$ cat config.mk
export PLATFORM = sky130hd
export DESIGN_NAME = evaluador_condiciones
export DESIGN_NICKNAME = d
export VERILOG_FILES = /design/src/rtl/evaluador_condiciones.sv
export SDC_FILE = /design/constraint.sdc
export NUM_CORES = 1
export LEC_CHECK = 0
export ABC_AREA = 1
export CAP_MARGIN = 0
export CORE_ASPECT_RATIO = 1.5
export CORE_MARGIN = 1.5
export CORE_UTILIZATION = 52
export DETAILED_ROUTE_END_ITERATION = 7
export PLACE_DENSITY = 0.77
export SLEW_MARGIN = 5
export SYNTH_ARGS = -nofsm -noshare
export SYNTH_HDL_FRONTEND = slang
export SYNTH_SLANG_ARGS = --single-unit
$ cat constraint.sdc
create_clock -name clk -period 2.3 [get_ports clk]
set_clock_uncertainty 0.1 [all_clocks]
set_input_delay 0.575 -clock clk [delete_from_list [all_inputs] [get_ports clk]]
set_output_delay 0.575 -clock clk [all_outputs]
set_load 0.1 [all_outputs]
$ cat src/rtl/evaluador_condiciones.sv
// Flag status register, condition-code evaluator and LIFO flag-snapshot stack.
// Optional macro FLAG_BYPASS_EN: evaluate against next-cycle flags instead of stored flags.
module evaluador_condiciones #(
  parameter int PROFUNDIDAD = 4
) (
  input  logic       clk,
  input  logic       rst,
  input  logic       actualizar,
  input  logic       N_in,
  input  logic       Z_in,
  input  logic       C_in,
  input  logic       V_in,
  input  logic       evaluar,
  input  logic [3:0] cond,
  input  logic       guardar,
  input  logic       restaurar,
  output logic       N,
  output logic       Z,
  output logic       C,
  output logic       V,
  output logic       cumple,
  output logic       valido,
  output logic       lleno,
  output logic       vacio,
  output logic       error_pila
);

  localparam int CNT_W = $clog2(PROFUNDIDAD + 1);
  localparam int IDX_W = $clog2(PROFUNDIDAD);

  // Flag vectors are packed {N, Z, C, V}.
  function automatic logic eval_cond(input logic [3:0] c, input logic [3:0] f);
    logic res;
    res = 1'b0;
    case (c)
      4'b0000: res = f[2];
      4'b0001: res = !f[2];
      4'b0010: res = f[1];
      4'b0011: res = !f[1];
      4'b0100: res = f[3];
      4'b0101: res = !f[3];
      4'b0110: res = f[0];
      4'b0111: res = !f[0];
      4'b1000: res = f[1] && !f[2];
      4'b1001: res = !f[1] || f[2];
      4'b1010: res = (f[3] == f[0]);
      4'b1011: res = (f[3] != f[0]);
      4'b1100: res = !f[2] && (f[3] == f[0]);
      4'b1101: res = f[2] || (f[3] != f[0]);
      4'b1110: res = 1'b1;
      default: res = 1'b0;
    endcase
    return res;
  endfunction

  logic [3:0]       r_flags;
  logic [CNT_W-1:0] r_cnt;
  logic [3:0]       r_pila [PROFUNDIDAD];
  logic             r_err;
  logic             r_vld_p1;
  logic             r_cumple_p1;

  logic             w_push_ok;
  logic             w_pop_ok;
  logic             w_err;
  logic [IDX_W-1:0] w_idx_top;
  logic [IDX_W-1:0] w_idx_push;
  logic [3:0]       w_top;
  logic [3:0]       w_flags_nxt;
  logic [3:0]       w_flags_eval;

  assign lleno = (r_cnt == CNT_W'(PROFUNDIDAD));
  assign vacio = (r_cnt == '0);

  assign w_push_ok = guardar && !restaurar && !lleno;
  assign w_pop_ok  = restaurar && !guardar && !vacio;
  assign w_err     = (guardar && !restaurar && lleno) || (restaurar && !guardar && vacio);

  assign w_idx_top  = IDX_W'(r_cnt - CNT_W'(1));
  assign w_idx_push = IDX_W'(r_cnt);
  assign w_top      = r_pila[w_idx_top];

  // A valid pop overrides a same-cycle flag update.
  assign w_flags_nxt = w_pop_ok   ? w_top :
                       actualizar ? {N_in, Z_in, C_in, V_in} :
                                    r_flags;

`ifdef FLAG_BYPASS_EN
  assign w_flags_eval = w_flags_nxt;
`else
  assign w_flags_eval = r_flags;
`endif

  // Snapshot storage carries no reset; only the count qualifies its contents.
  always_ff @(posedge clk) begin
    if (w_push_ok) r_pila[w_idx_push] <= r_flags;
  end

  // Stage p0 -> p1: status/stack control and registered evaluation result.
  always_ff @(posedge clk or posedge rst) begin
    if (rst) begin
      r_flags     <= '0;
      r_cnt       <= '0;
      r_err       <= 1'b0;
      r_vld_p1    <= 1'b0;
      r_cumple_p1 <= 1'b0;
    end else begin
      r_flags  <= w_flags_nxt;
      r_vld_p1 <= evaluar;
      if (evaluar)   r_cumple_p1 <= eval_cond(cond, w_flags_eval);
      if (w_push_ok) r_cnt <= r_cnt + CNT_W'(1);
      else if (w_pop_ok) r_cnt <= r_cnt - CNT_W'(1);
      if (w_err)     r_err <= 1'b1;
    end
  end

  assign N          = r_flags[3];
  assign Z          = r_flags[2];
  assign C          = r_flags[1];
  assign V          = r_flags[0];
  assign cumple     = r_cumple_p1;
  assign valido     = r_vld_p1;
  assign error_pila = r_err;

endmodule

==> impl_metrics.csv, run 1 <==
group,metric,value,unit
run_status,status,"finished clean",
critical_path,required,1620,ps
critical_path,reg2reg_to,"r_pila[2][3]",
cts,clock_latency,310,ps
floorplanning,die_x,44.80,um
yosys,yosysUniqueCellTypes,21,
cts,clk_pin_slew,130,ps
drt,wl_per_cell,14.15,um
critical_path,startpoint_type,"flip-flop",
yosys,synth-compound-area-share,10.38,%
layout,syn_to_final_growth,25.25,%
yosys,synth_top_family_by_area,"simple AND/OR/NAND/NOR gates",
cts,h-tree-depth,1,
critical_path,path_buf_inv,2,
critical_path,path_delay_family,"adder cells",
critical_path,worstSetupEndpointType,"output port",
grt,grt_pass1_vias,1120,
place,gp_congestion,0.7681,
yosys,yosysSeqAreaShare,53.63,%
critical_path,ff2ff_path_depth,6,
floorplanning,ios,23,
yosys,syn-instance-count,153,
critical_path,critical_path.max_fanout,10,
timing,slew_violations,0,
yosys,synth-adder-area-share,5.510,%
layout,drive_above_1_share,14.44,%
cts,numCtsBuffers,3,
cts,cts_setup_buffers,0,
drt,drt_iter0_drc,27,
critical_path,crit_slowest_cell,"dfrtp_1",
drt,vias_per_cell,5.456,
floorplanning,core,2477,um^2
yosys,synth_top_area_share,35.26,%
timing,finalSetupViolations,0,
timing,postLayoutSetupSlackWorst,64.99,ps
critical_path,cp.arrival,1560,ps
cts,cts_root_buffer,"clkbuf_4",
critical_path,crit_type,"reg -> out",
yosys,synthMuxAreaShare,0,%
floorplanning,die_h,65.70,um
drt,ant_nets,0,
drt,post-route-drc-count,0,
grt,grt_usage,22.46,%
timing,setup_tns,0,ps
critical_path,slowest_delay,410,ps
grt,grt_max_degree,15,
timing,finalHoldViolations,0,
layout,diodes,0,
grt,gr-total-overflow,0,
timing,rsz0062_at_grt,"true",
pwr,ir_drop,0.9419,mV
cts,ctsResizeCount,0,
flow_run,max_cap_viol_count,0,
floorplanning,initial_utilization,55.00,%
critical_path,crit_chain,"inv_2, ha_1, ha_2, buf_12",
layout,layout.cells.non_filler,204,
min_path,hp-class,"reg -> reg",
timing,fin_crit_sh,97.17,%
min_path,holdPathEnd,"error_pila",
place,io_buffers,22,
floorplanning,core.rowCount,22,
pwr,power.leakage,0.7627,nW
yosys,syn_area,1363,um^2
timing,worst_pin_slew,407.7,ps
min_path,min_from,"error_pila",
place,dpl.cell_count,200,
cts,cts_tree,"built",
timing,timing.fmax,0.4474,GHz
drt,drt-total-wl,2.887,mm
yosys,synth_fp_nets,173,
layout,fill_cells,215,
place,dp_hpwl,2.406,mm
drt,drt_first_pass_iters,4,
yosys,synth_area_leader_cell,"edfxtp_1",
cts,cts.sinks,26,
min_path,min_path_cells,1,
floorplanning,die-area,2943,um^2
layout,nets,201,
cts,clockBufferDepth,2,
yosys,yosys.area_share.simple,22.22,%
yosys,synth_xor_area_share,0.6428,%
pwr,powerDensity,1249,nW/um^2
timing,relSlewSlack,72.79,%
critical_path,worst-r2r-setup-slack,290,ps
grt,antenna_found_initial,0,
place,pre_cts_slack,148.3,ps
critical_path,r2r_start,"r_cnt[1]",
yosys,syn_area_per_cell,8.906,um^2
grt,grt_pass1_wl,4.767,mm
drt,vias,1113,
yosys,yosys_warnings,0,
timing,finalHoldWorstSlack,401.4,ps
timing,fin_crit,2235,ps
yosys,synth_seq_cells,26,
yosys,synth_area_leaders,"edfxtp_1, dfrtp_1, nand2_1",
cts,holdBufCountCts,0,
pwr,finalPower,2.132,mW
[layout make-up]
cell class | instances | area, um^2 | area share, %
clock buffer | 4 | 36.28 | 2.126
sequential | 26 | 730.7 | 42.82
tap | 24 | 30.03 | 1.760
multi-input combinational | 100 | 533.0 | 31.23
timing repair buffer | 25 | 282.8 | 16.57
inverter | 25 | 93.84 | 5.499
[how the worst max path moves through the flow]
stage	start	endpoint	slack, ps	cells past startpoint
floorplan	r_cnt[0]	r_pila[0][0]	60	7
finish	r_cnt[0]	vacio	60	4
CTS	r_cnt[0]	vacio	60	4
detailed placement	guardar	r_pila[2][1]	150	5
global placement	guardar	r_pila[2][0]	240	5
global route	r_cnt[0]	vacio	-20	4
[cell families (layout without fill, tap and decap cells)]
group | count (synthesis) | count (layout)
compound gates | 24 | 24
fa+ha+maj | 6 | 6
simple gates | 69 | 69
flops | 26 | 26
buf+inv | 27 | 54
xor+xnor | 1 | 1
[cell usage in the layout (no fill, tap or decap)]
master            n
nand3_1          15
a21oi_2           1
inv_1            21
o21ai_0           8
nor2_1           22
buf_4             7
a32oi_1           1
nor3_2            1
nand2_2           1
clkbuf_4          3
o21ai_1           1
o22ai_1           8
a21oi_1           4
xor2_1            1
buf_12            5
ha_2              2
clkdlybuf4s50_1  13
inv_2             4
nand3b_1          1
nor3_4            1
o221ai_1          1
nand2_1          28
clkbuf_8          1
edfxtp_1         16
dfrtp_1          10
ha_1              4
[synth_stat cells (all sizes together)]
| master | count |
|---|---|
| o21ai | 9 |
| buf | 2 |
| nand2 | 29 |
| nand3 | 15 |
| nor3 | 2 |
| ha | 6 |
| edfxtp | 16 |
| o221ai | 1 |
| dfrtp | 10 |
| nand3b | 1 |
| inv | 25 |
| nor2 | 22 |
| o22ai | 8 |
| xor2 | 1 |
| a21oi | 5 |
| a32oi | 1 |
[worst register-to-register path, cell delays in order, from the launching register on]
cell and delay, ps:
dfrtp_1 420, inv_1 90, ha_1 230, ha_2 230
nor3_2 240, inv_2 90, nor2_1 280
[sequential cells by signal, indices dropped and copies added, names as in the netlist]
register    flops
error_pila      1
r_cnt           3
r_flags         4
valido          1
r_pila         16
cumple          1
[power breakdown]
part	leakage [nW]	switching [mW]	total [mW]	internal (mW)
Sequential	0.260	0.0973	0.714	0.617
Clock	0.0210	0.119	0.216	0.0966
Combinational	0.482	0.810	1.20	0.392
Total	0.763	1.03	2.13	1.11
[stage by stage]
step | util [%] | area (um^2)
floorplan | - | 1368
global placement | 67.42 | 1670
detailed placement | 67.42 | 1670
CTS | 68.89 | 1707
global route | 68.89 | 1707
finish | 68.89 | 1707
[metal layers]
layer  track usage [%]  share of wire, %  vias to the layer above
met1             24.27                38                      516
met5                 0                 0                        -
li1                  -                 -                      568
met3             2.747               3.0                        4
met4             8.088              0.90                        0
met2             42.57                58                       25
Power figures use the tool's default switching activity.
==> run 2, diff against run 1 <==
- TNS_END_PERCENT: unset -> 30
==> run 2 against run 1 <==
  * Cell count decreased by 0.49%
  * Die area unchanged
  * Routed wire length up 4.7%
  * Sequential share of layout area grew 0.13 points
  * Power grew 1.3%
==> impl_metrics.csv, run 2 (synthesis results as in run 1) <==
group,metric,value,unit
drt,vias,1120,
critical_path,cp.arrival,1570,ps
pwr,finalPower,2.161,mW
pwr,power.leakage,0.7561,nW
cts,cts_tree,"built",
drt,vias_per_cell,5.517,
floorplanning,die_h,65.70,um
critical_path,critical_path.max_fanout,10,
critical_path,r2r_start,"r_cnt[1]",
layout,layout.cells.non_filler,203,
drt,drt-total-wl,3.022,mm
grt,grt_pass1_wl,4.733,mm
cts,clk_pin_slew,140,ps
floorplanning,ios,23,
timing,finalHoldViolations,0,
layout,syn_to_final_growth,24.89,%
place,dp_hpwl,2.386,mm
critical_path,worstSetupEndpointType,"output port",
critical_path,critical_path.endpoint,"vacio",
cts,cts_root_buffer,"clkbuf_4",
timing,postLayoutSetupSlackWorst,59.80,ps
drt,post-route-drc-count,0,
layout,area.sequential,730.7,um^2
layout,diodes,0,
layout,layout_commonest_cell,"nand2_1",
place,io_buffers,22,
timing,slew_violations,0,
cts,cts_setup_buffers,0,
place,dpl.cell_count,199,
cts,holdBufCountCts,0,
drt,drt_first_pass_iters,4,
layout,nets,200,
floorplanning,die_x,44.80,um
layout,reg_top3,"r_pila: 16 flops, r_flags: 4 flops, r_cnt: 3 flops",
critical_path,worst-r2r-setup-slack,340,ps
pwr,powerDensity,1270,nW/um^2
layout,mostFrequentLayoutCells,"nand2_1, nor2_1, inv_1, edfxtp_1, nand3_1",
timing,fin_crit,2240,ps
timing,finalSetupViolations,0,
timing,setup_tns,0,ps
layout,fill_cells,215,
grt,antenna_found_initial,0,
place,pre_cts_slack,175.2,ps
floorplanning,core.rowCount,22,
timing,fin_crit_sh,97.40,%
grt,grt_pass1_vias,1068,
critical_path,required,1620,ps
timing,rsz0062_at_grt,"true",
cts,clock_latency,330,ps
critical_path,reg2reg_to,"r_pila[1][2]",
layout,regMostFlops,"r_pila",
cts,cts.sinks,26,
run_status,status,"finished clean",
critical_path,startpoint,"r_cnt[0]",
grt,grt_usage,22.83,%
critical_path,crit_type,"reg -> out",
drt,drt_iter0_drc,21,
critical_path,ff2ff_path_depth,6,
drt,wl_per_cell,14.89,um
timing,relSlewSlack,73.25,%
cts,numCtsBuffers,3,
layout,multi_input_area,535.5,um^2
layout,largest_reg_flops,16,
cts,h-tree-depth,1,
drt,ant_nets,0,
place,gp_congestion,0.8269,
timing,worst_pin_slew,400.9,ps
flow_run,max_cap_viol_count,0,
floorplanning,die-area,2943,um^2
min_path,hp-class,"in -> async",
timing,timing.fmax,0.4464,GHz
layout,drive_above_1_share,14.53,%
pwr,ir_drop,0.9414,mV
cts,clockBufferDepth,2,
grt,grt_max_degree,15,
grt,gr-total-overflow,0,
floorplanning,core,2477,um^2
timing,finalHoldWorstSlack,402.6,ps
critical_path,startpoint_type,"flip-flop",
floorplanning,initial_utilization,55.00,%
run 2: cell count changes in the layout (fill, tap and decap cells not counted):
cell / delta
buf_4: -1
ha_1: -1
ha_2: +1
run 2: worst min-delay path by stage:
stage                           from         end  cells past startpoint
after global placement    error_pila  error_pila                      1
after detailed placement      cumple      cumple                      2
after global routing             rst  r_flags[2]                      2
after floorplan                  rst      cumple                      1
after CTS                 error_pila  error_pila                      1
final                            rst    r_cnt[0]                      2
run 2: area by class of cell:
type,count,area share (%)
clock buffer,4,2.132
multi-input combinational,100,31.47
timing repair buffer,24,16.18
sequential,26,42.94
inverter,25,5.515
tap,24,1.765
run 2: worst max-delay path, cell delays in order, from the launching register on:
cell and delay, ps:
dfrtp_1 410, inv_2 140, ha_2 230, ha_2 260, buf_12 190
run 2: timing repair:
| item | in CTS | in global routing |
|---|---|---|
| setup endpoints to repair | 1 | 2 |
| cloned | 0 | 0 |
| hold endpoints to repair | 0 | 0 |
| resized for setup | 1 | 1 |
run 2: per-stage QoR:
stage | utilization (%) | area [um^2]
after floorplan | - | 1365
after global placement | 67.02 | 1660
after detailed placement | 67.02 | 1660
after CTS | 68.59 | 1699
after global routing | 68.69 | 1702
final | 68.69 | 1702
run 2: power breakdown:
part	switching (mW)	internal [mW]
Combinational	0.824	0.394
Sequential	0.0956	0.617
Clock	0.133	0.0970
run 2: layer usage:
layer / wire (um) / up-vias / share of wire (%) / GRT usage, %
met5: 0 / - / 0 / 0
met4: 74 / 0 / 2.4 / 12.87
met1: 1172 / 506 / 39 / 26.18
li1: - / 564 / - / -
met3: 166 / 7 / 5.5 / 4.670
met2: 1608 / 43 / 53 / 38.22
